File: src/rtl/usbh_hid_pkg.sv
`default_nettype none
// ============================================================================
// Module      : usbh_hid_pkg
// Description : Shared constants for the multi-channel HID report collector:
//               viewing-mode encodings, channel index width and the width of
//               the per-channel accepted-report counter.
// Revision    : 1.0 - initial release
// ============================================================================
package usbh_hid_pkg;

    // Viewing-mode encodings for C_mode.
    localparam int C_view_follow = 0;
    localparam int C_view_fixed  = 1;
    localparam int C_view_scan   = 2;

    // Channel index width (up to 8 channels).
    localparam int C_ch_width  = 3;

    // Width of the per-channel accepted-report counter.
    localparam int C_cnt_width = 8;

endpackage : usbh_hid_pkg
`default_nettype wire

File: src/rtl/usbh_hid_chan_capture.sv
`default_nettype none
// ============================================================================
// Module      : usbh_hid_chan_capture
// Description : One HID channel: holding register with change-only filter,
//               accepted-report counter and staleness counter.
// Ports       : clk, reset_n      - clock, async active-low reset
//               report, valid     - report slice and its one-cycle strobe
//               held              - last accepted report
//               accept            - combinational: this cycle's valid is taken
//               count             - accepted reports, wraps 255 -> 0
//               stale             - no valid for C_stale_cycles cycles
// Revision    : 1.0 - initial release
// ============================================================================
module usbh_hid_chan_capture
    import usbh_hid_pkg::*;
#(
    parameter int C_report_length = 20,
    parameter int C_stale_cycles  = 600000,
    parameter int C_change_only   = 1
) (
    input  logic                         clk,
    input  logic                         reset_n,
    input  logic [C_report_length*8-1:0] report,
    input  logic                         valid,
    output logic [C_report_length*8-1:0] held,
    output logic                         accept,
    output logic [C_cnt_width-1:0]       count,
    output logic                         stale
);

    localparam int                   c_stale_w   = $clog2(C_stale_cycles + 1);
    localparam logic [c_stale_w-1:0] c_stale_max = c_stale_w'(C_stale_cycles);
    localparam logic [c_stale_w-1:0] c_stale_one = c_stale_w'(1);
    localparam logic [C_cnt_width-1:0] c_cnt_one = C_cnt_width'(1);

    logic [C_report_length*8-1:0] r_held;
    logic                         r_ever;
    logic [C_cnt_width-1:0]       r_count;
    logic [c_stale_w-1:0]         r_stale_cnt;

    logic w_differs;
    logic w_accept;

    // The first report after reset is always taken, even if it is all zeros
    // and therefore matches the cleared holding register.
    assign w_differs = (report != r_held) || !r_ever;
    assign w_accept  = valid && ((C_change_only == 0) || w_differs);

    always_ff @(posedge clk or negedge reset_n) begin
        if (!reset_n) begin
            r_held      <= '0;
            r_ever      <= 1'b0;
            r_count     <= '0;
            r_stale_cnt <= '0;
        end else begin
            if (w_accept) begin
                r_held  <= report;
                r_ever  <= 1'b1;
                r_count <= r_count + c_cnt_one;
            end
            // Any valid, duplicate or not, proves the device is alive.
            if (valid) begin
                r_stale_cnt <= '0;
            end else if (r_stale_cnt != c_stale_max) begin
                r_stale_cnt <= r_stale_cnt + c_stale_one;
            end
        end
    end

    assign held   = r_held;
    assign accept = w_accept;
    assign count  = r_count;
    assign stale  = (r_stale_cnt == c_stale_max);

endmodule : usbh_hid_chan_capture
`default_nettype wire

File: src/rtl/usbh_hid_report_mux.sv
`default_nettype none
// ============================================================================
// Module      : usbh_hid_report_mux
// Description : Collects HID reports from several host channels and presents
//               the leading bytes of one channel as a display word. The viewed
//               channel is chosen by a fixed viewing mode: follow latest,
//               fixed select, or timed scan skipping stale channels.
// Ports       : clk, reset_n      - clock, async active-low reset
//               hid_report        - all channels' reports, channel k at
//                                   [k*L*8 +: L*8], byte 0 at the LSBs
//               hid_valid         - per-channel one-cycle report strobe
//               sel               - viewed channel in fixed mode
//               display           - bytes 0..D-1 of the viewed held report
//               display_ch        - viewed channel index
//               display_update    - pulse when display or display_ch changes
//               report_count      - per-channel accepted-report counters
//               stale             - per-channel staleness flags
// Revision    : 1.0 - initial release
// ============================================================================
module usbh_hid_report_mux
    import usbh_hid_pkg::*;
#(
    parameter int C_channels      = 3,
    parameter int C_report_length = 20,
    parameter int C_display_bytes = 8,
    parameter int C_mode          = 0,
    parameter int C_scan_cycles   = 6000000,
    parameter int C_stale_cycles  = 600000,
    parameter int C_change_only   = 1
) (
    input  logic                                    clk,
    input  logic                                    reset_n,
    input  logic [C_channels*C_report_length*8-1:0] hid_report,
    input  logic [C_channels-1:0]                   hid_valid,
    input  logic [C_ch_width-1:0]                   sel,
    output logic [C_display_bytes*8-1:0]            display,
    output logic [C_ch_width-1:0]                   display_ch,
    output logic                                    display_update,
    output logic [C_channels*C_cnt_width-1:0]       report_count,
    output logic [C_channels-1:0]                   stale
);

    localparam int c_rep_w   = C_report_length * 8;
    localparam int c_disp_w  = C_display_bytes * 8;
    localparam int c_dwell_w = $clog2(C_scan_cycles);
    localparam logic [c_dwell_w-1:0] c_dwell_last = c_dwell_w'(C_scan_cycles - 1);
    localparam logic [c_dwell_w-1:0] c_dwell_one  = c_dwell_w'(1);

    // View FSM encoding. The mode never changes after reset; the state only
    // selects which channel-selection rule is applied.
    localparam logic [1:0] c_st_follow = 2'd0;
    localparam logic [1:0] c_st_fixed  = 2'd1;
    localparam logic [1:0] c_st_scan   = 2'd2;
    localparam logic [1:0] c_st_reset  =
        (C_mode == C_view_fixed) ? c_st_fixed :
        (C_mode == C_view_scan)  ? c_st_scan  : c_st_follow;

    // ------------------------------------------------------------------------
    // Per-channel capture
    // ------------------------------------------------------------------------
    logic [c_rep_w-1:0]    w_held [C_channels];
    logic [C_channels-1:0] w_accept;
    logic [C_channels-1:0] w_stale;

    for (genvar k = 0; k < C_channels; k++) begin : g_chan
        usbh_hid_chan_capture #(
            .C_report_length (C_report_length),
            .C_stale_cycles  (C_stale_cycles),
            .C_change_only   (C_change_only)
        ) u_capture (
            .clk     (clk),
            .reset_n (reset_n),
            .report  (hid_report[k*c_rep_w +: c_rep_w]),
            .valid   (hid_valid[k]),
            .held    (w_held[k]),
            .accept  (w_accept[k]),
            .count   (report_count[k*C_cnt_width +: C_cnt_width]),
            .stale   (w_stale[k])
        );
    end

    assign stale = w_stale;

    // ------------------------------------------------------------------------
    // View FSM
    // ------------------------------------------------------------------------
    logic [1:0]            r_state;
    logic [1:0]            w_state_next;
    logic [C_ch_width-1:0] r_ch;
    logic [C_ch_width-1:0] w_ch_next;
    logic [c_dwell_w-1:0]  r_dwell;
    logic [c_dwell_w-1:0]  w_dwell_next;

    // Next non-stale channel after r_ch, searched cyclically in one cycle.
    // Candidates above r_ch take precedence over wrapped ones; among each
    // group the lowest index is the nearest.
    logic                  w_scan_hi;
    logic                  w_scan_lo;
    logic [C_ch_width-1:0] w_scan_hi_ch;
    logic [C_ch_width-1:0] w_scan_lo_ch;
    logic [C_ch_width-1:0] w_scan_ch;

    always_comb begin : p_scan_pick
        w_scan_hi    = 1'b0;
        w_scan_lo    = 1'b0;
        w_scan_hi_ch = '0;
        w_scan_lo_ch = '0;
        for (int k = C_channels - 1; k >= 0; k--) begin
            if (!w_stale[k]) begin
                if (C_ch_width'(k) > r_ch) begin
                    w_scan_hi    = 1'b1;
                    w_scan_hi_ch = C_ch_width'(k);
                end else begin
                    w_scan_lo    = 1'b1;
                    w_scan_lo_ch = C_ch_width'(k);
                end
            end
        end
        // All channels stale: stay where we are.
        w_scan_ch = w_scan_hi ? w_scan_hi_ch :
                    w_scan_lo ? w_scan_lo_ch : r_ch;
    end

    always_comb begin : p_view_next
        w_state_next = r_state;
        w_ch_next    = r_ch;
        w_dwell_next = r_dwell;
        case (r_state)
            c_st_follow: begin
                // Descending scan so the lowest accepting index wins.
                for (int k = C_channels - 1; k >= 0; k--) begin
                    if (w_accept[k]) begin
                        w_ch_next = C_ch_width'(k);
                    end
                end
            end
            c_st_fixed: begin
                w_ch_next = (int'(sel) < C_channels) ? sel : '0;
            end
            c_st_scan: begin
                if (r_dwell == c_dwell_last) begin
                    w_dwell_next = '0;
                    w_ch_next    = w_scan_ch;
                end else begin
                    w_dwell_next = r_dwell + c_dwell_one;
                end
            end
            default: begin
                w_state_next = c_st_reset;
            end
        endcase
    end

    always_ff @(posedge clk or negedge reset_n) begin
        if (!reset_n) begin
            r_state <= c_st_reset;
            r_ch    <= '0;
            r_dwell <= '0;
        end else begin
            r_state <= w_state_next;
            r_ch    <= w_ch_next;
            r_dwell <= w_dwell_next;
        end
    end

    // ------------------------------------------------------------------------
    // Display register
    // ------------------------------------------------------------------------
    logic [c_rep_w-1:0]    w_view_full;
    logic [c_disp_w-1:0]   w_view;
    logic [c_disp_w-1:0]   r_display;
    logic [C_ch_width-1:0] r_shown_ch;
    logic                  r_update;

    always_comb begin : p_view_mux
        w_view_full = '0;
        for (int k = 0; k < C_channels; k++) begin
            if (r_ch == C_ch_width'(k)) begin
                w_view_full = w_held[k];
            end
        end
    end

    assign w_view = w_view_full[c_disp_w-1:0];

    // Report bytes beyond the displayed window are not shown.
    if (c_disp_w < c_rep_w) begin : g_hidden_bytes
        logic w_unused_hidden;
        assign w_unused_hidden = ^w_view_full[c_rep_w-1:c_disp_w];
    end

    // r_shown_ch is the channel that r_display was taken from, so a channel
    // switch yields exactly one pulse, coincident with the new display word.
    always_ff @(posedge clk or negedge reset_n) begin
        if (!reset_n) begin
            r_display  <= '0;
            r_shown_ch <= '0;
            r_update   <= 1'b0;
        end else begin
            r_display  <= w_view;
            r_shown_ch <= r_ch;
            r_update   <= (w_view != r_display) || (r_ch != r_shown_ch);
        end
    end

    assign display        = r_display;
    assign display_ch     = r_ch;
    assign display_update = r_update;

endmodule : usbh_hid_report_mux
`default_nettype wire

File: config.mk
export PLATFORM = sky130hd
export DESIGN_NAME = usbh_hid_report_mux
export DESIGN_NICKNAME = d
export VERILOG_FILES = /design/src/rtl/usbh_hid_pkg.sv /design/src/rtl/usbh_hid_chan_capture.sv /design/src/rtl/usbh_hid_report_mux.sv
export SDC_FILE = /design/constraint.sdc
export NUM_CORES = 1
export LEC_CHECK = 0
export BUFFER_PORTS_ARGS = -buffer_cell sky130_fd_sc_hd__buf_2
export CAP_MARGIN = 20
export CELL_PAD_IN_SITES_DETAIL_PLACEMENT = 1
export CELL_PAD_IN_SITES_GLOBAL_PLACEMENT = 1
export CORE_MARGIN = 8
export CORE_UTILIZATION = 30
export DETAILED_ROUTE_END_ITERATION = 10
export PLACE_DENSITY_LB_ADDON = 0.25
export SYNTH_ARGS = -nofsm -noshare
export SYNTH_HDL_FRONTEND = slang
export SYNTH_SLANG_ARGS = --single-unit
File: constraint.sdc
create_clock -name clk -period 9.52 [get_ports clk]
set_clock_uncertainty 0.05 [all_clocks]
set_input_delay 1.428 -clock clk [delete_from_list [all_inputs] [get_ports clk]]
set_output_delay 1.428 -clock clk [all_outputs]
set_load 0.03 [all_outputs]
==> reports/summary.md <==
The flow ran to the end, and the final reports show no timing, DRC or antenna violations. The average wire per cell in the routed design was 26.4 µm. For the core box area, the log shows 104000 µm². CTS built an H-tree with a depth of 3. The clock passes through at most 3 buffers. The clock insertion delay at the later pin of the skew report came out at 650 ps. The die covers 115000 µm². The run gives 28.0% as the tightest slew margin relative to the limit. The horizontal die dimension works out to 340 µm. Of the total power, combinational logic draws 18.7%. The final count of pins violating max slew is 0. The tightest hold path in the finished design has a slack of 413 ps.

The clock group share of total power came out at 38.4%. Based on the critical path, the design can be clocked at up to 193 MHz. The number of nets in the final layout was 3888; the first-pass detailed-route iteration total was 7. The logs give 118 for the number of placement rows and 1464 for the DRC violation total after the first TritonRoute iteration.

The async set-reset flop share out of synthesis is 100%, and the number of instances resized during post-cts repair is 0. The clock drives 636 sinks. The internal power of the cells came out at 5340 µW. Detailed routing inserted a total of 23900 vias. Relative to the synthesized area, the layout overhead comes to 22.3%. The number of enable flip-flop cells after synthesis came out at 0.

The cell sitting at the root of the clock tree is a clkbuf_16. For the smallest setup slack after layout, the log shows 4330 ps. The category of the most critical setup path is in -> reg. The number of buffers and inverters on the critical path is 2.

Walking the worst path, the cells encountered are buf_2, nand2b_1, o2111ai_1, a2111oi_0, nand4_1, or3_1, o41ai_4, buf_4, mux2_2. Once detail routing completed, the nets flagged for antenna violations numbered 0. The yosys synthesis warning count was 0; the minimum clock period was 5190 ps. For the overall routed net length, the log shows 128 mm.

The run gives 5660 ps as the data arrival time of the critical path. Along the worst path, the maximum fanout reaches 91. For the instance count of the mapped netlist, the log shows 2815. The fraction of final layout cells sized beyond drive strength 1 is 30.6%.

The cell with the biggest individual delay on the critical path is buf_4. The number of endpoints with negative hold slack in the final report was 0; the count of unresolved DRC violations after routing was 0. The class of the tightest hold or removal check was reg -> reg. The worst setup path is captured at a register. Setup repair after global routing left no endpoint under its margin. Routability-driven placement finished with a final weighted congestion of 0.859. The tools report the placement-stage worst setup slack as 3730 ps. Sequential share of power: 42.9%. The count of buffers added on input and output ports is 578. The logs give 9990 ps for the data required time at the worst endpoint and 0 for the total overflow reported by the global router.

The run gives 3312 as the post-synthesis net count. Most repeated cell in the gate-level netlist after synthesis: dfrtp_1. The analysis attributes to cell leakage a power of 0.0170 µW. After synthesis, the cell types taking the most area are dfrtp_1, mux2_2, xor2_1. The run gives 25800 as the number of global-route vias before repair.

For this run, the register share of the synthesized area comes to 50.6%. For the summed instance area of the synthesized netlist, the log shows 31400 µm². A synthesized cell averages 11.2 µm². TritonCTS created 78 clock buffers. After clock tree synthesis, the clock-pin slew on the worst setup and hold paths is 60 ps.

For this run, the leading register cell type out of synthesis is dfrtp_1. The synthesized netlist contains 49 unique library cells. The number of register bits inferred by synthesis is 636, and the wire length of the first global-routing pass is 183 mm.

Net switching is 31.3% of the power. The fraction of synthesized cell area taken by the top area cell type was 50.6%. The die height works out to 340 µm.

Largest delay contributor family on the critical path: compound AO/OA/AOI/OAI gates. Entering global routing, the biggest net connects 182 pins. The total routing usage reported by global routing is 21.7%.

The number of antenna violations at the first check in global routing was 64; the switching power was 2440 µW. For the estimated wirelength of the detail-placed design, the log shows 103 mm. In the finished design, the share of the clock period the worst path needs comes to 54.5%.

Post-synthesis cell type with the largest combined area: dfrtp_1. The tool flagged a number of max-cap violations equal to 0. The count of endpoints failing setup in the final report was 0. For this design the top-level I/O count stands at 583. The transition at the pin with the smallest max-transition slack is 1080 ps, and the total negative slack for setup checks is 0 ps. Once the floorplan was initialized, standard cells occupied 30.3% of the core.

The type of element launching the critical path was an input pin. The buffers inserted during post-CTS setup optimization is 0. TritonCTS built the clock tree.

The commonest cells after synthesis are dfrtp_1, mux2_2, xor2_1. In this run the power density over the cells is 202 nW/µm². After detailed routing, the number of vias per cell comes to 4.91. VDD sags by at most 0.000115 V. On the worst path, the slowest cell contributes a delay of 920 ps. The number of hold buffers added after CTS was 0.

The filler cells instantiated in the layout total 11600.
[final timing paths]
path	endpoint	from	depth (start not counted)	slack, ps
setup / recovery	g_chan[2].u_capture.held[48]	hid_report[455]	9	4330
hold / removal	g_chan[0].u_capture.r_ever	g_chan[0].u_capture.r_ever	1	410
setup reg to reg	g_chan[2].u_capture.held[48]	g_chan[2].u_capture.held[51]	8	4760
hold reg to reg	g_chan[0].u_capture.r_ever	g_chan[0].u_capture.r_ever	1	410
max in group asynchronous	g_chan[1].u_capture.r_stale_cnt[18]	reset_n	3	6530
min in group asynchronous	g_chan[2].u_capture.count[4]	reset_n	1	780
[cells in the final DEF, fill, tap and decap left out, types with 27 or more instances in the layout]
| cell type | n |
|---|---|
| clkbuf_16 | 81 |
| mux2_2 | 332 |
| xor2_1 | 237 |
| a21oi_1 | 35 |
| o21ai_0 | 136 |
| nor3_1 | 27 |
| dfrtp_1 | 634 |
| nand2_1 | 174 |
| inv_1 | 213 |
| mux2_1 | 49 |
| diode_2 | 32 |
| o22ai_1 | 68 |
| nand4_1 | 68 |
| nor4_1 | 85 |
| nand3_1 | 40 |
| nand2b_1 | 51 |
| nor2b_1 | 74 |
| mux2i_1 | 65 |
| buf_2 | 577 |
| xnor2_1 | 144 |
| nor2_1 | 100 |
[final cells by class]
type | instances | area [µm²] | area share, %
clock buffer | 121 | 2370 | 6.16
antenna | 32 | 80.1 | 0.208
inverter | 213 | 800 | 2.08
multi-input combinational | 1866 | 14300 | 37.1
sequential | 636 | 15900 | 41.4
timing repair buffer | 596 | 3110 | 8.10
tap | 1380 | 1730 | 4.49
clock inverter | 19 | 168 | 0.436
[power groups by stage]
stage | sequential [µW] | clock [µW] | combinational (µW)
after floorplan | 3430 | 0 | 698
after global placement | 3380 | 0 | 1450
after detailed placement | 3390 | 0 | 1470
after CTS | 3350 | 3090 | 1480
after global routing | 3380 | 3180 | 1590
final | 3340 | 2990 | 1460
[routing by layer]
layer / track usage, % / vias up / share of wire [%]
met5: 0 / - / 0.21
met4: 6.20 / 40 / 2.7
met3: 6.46 / 170 / 6.6
met2: 36.7 / 580 / 49
met1: 26.7 / 12100 / 42
li1: - / 11000 / -
[stage by stage]
stage	util, %	std cells	total power [µW]	area, µm²
floorplan	-	2815	4130	31400
finish	37.0	4863	7780	38400
detailed placement	34.5	4691	4870	35800
CTS	37.0	4831	7920	38400
global placement	34.5	4691	4830	35800
global route	37.0	4842	8150	38400
[flip-flops by register name (all words and copies together), names as in the netlist]
name                          flops
g_chan.u_capture.r_stale_cnt     60
g_chan.u_capture.held           480
display_ch                        2
display_update                    1
g_chan.u_capture.r_ever           3
r_shown_ch                        2
g_chan.u_capture.count           24
display                          64
[kinds of logic after synthesis]
group | after synthesis | synth area share, %
AOI/OAI and AO/OA | 384 | 8.12
xor gates and xnor gates | 381 | 10.6
adders and majority gates | 9 | 0.358
buffers and inverters | 313 | 4.09
DFF | 636 | 50.6
muxes | 446 | 15.7
other | 1 | 0.0119
and+or+nand+nor | 645 | 10.5
No activity file was read; power rests on OpenSTA's default activity.
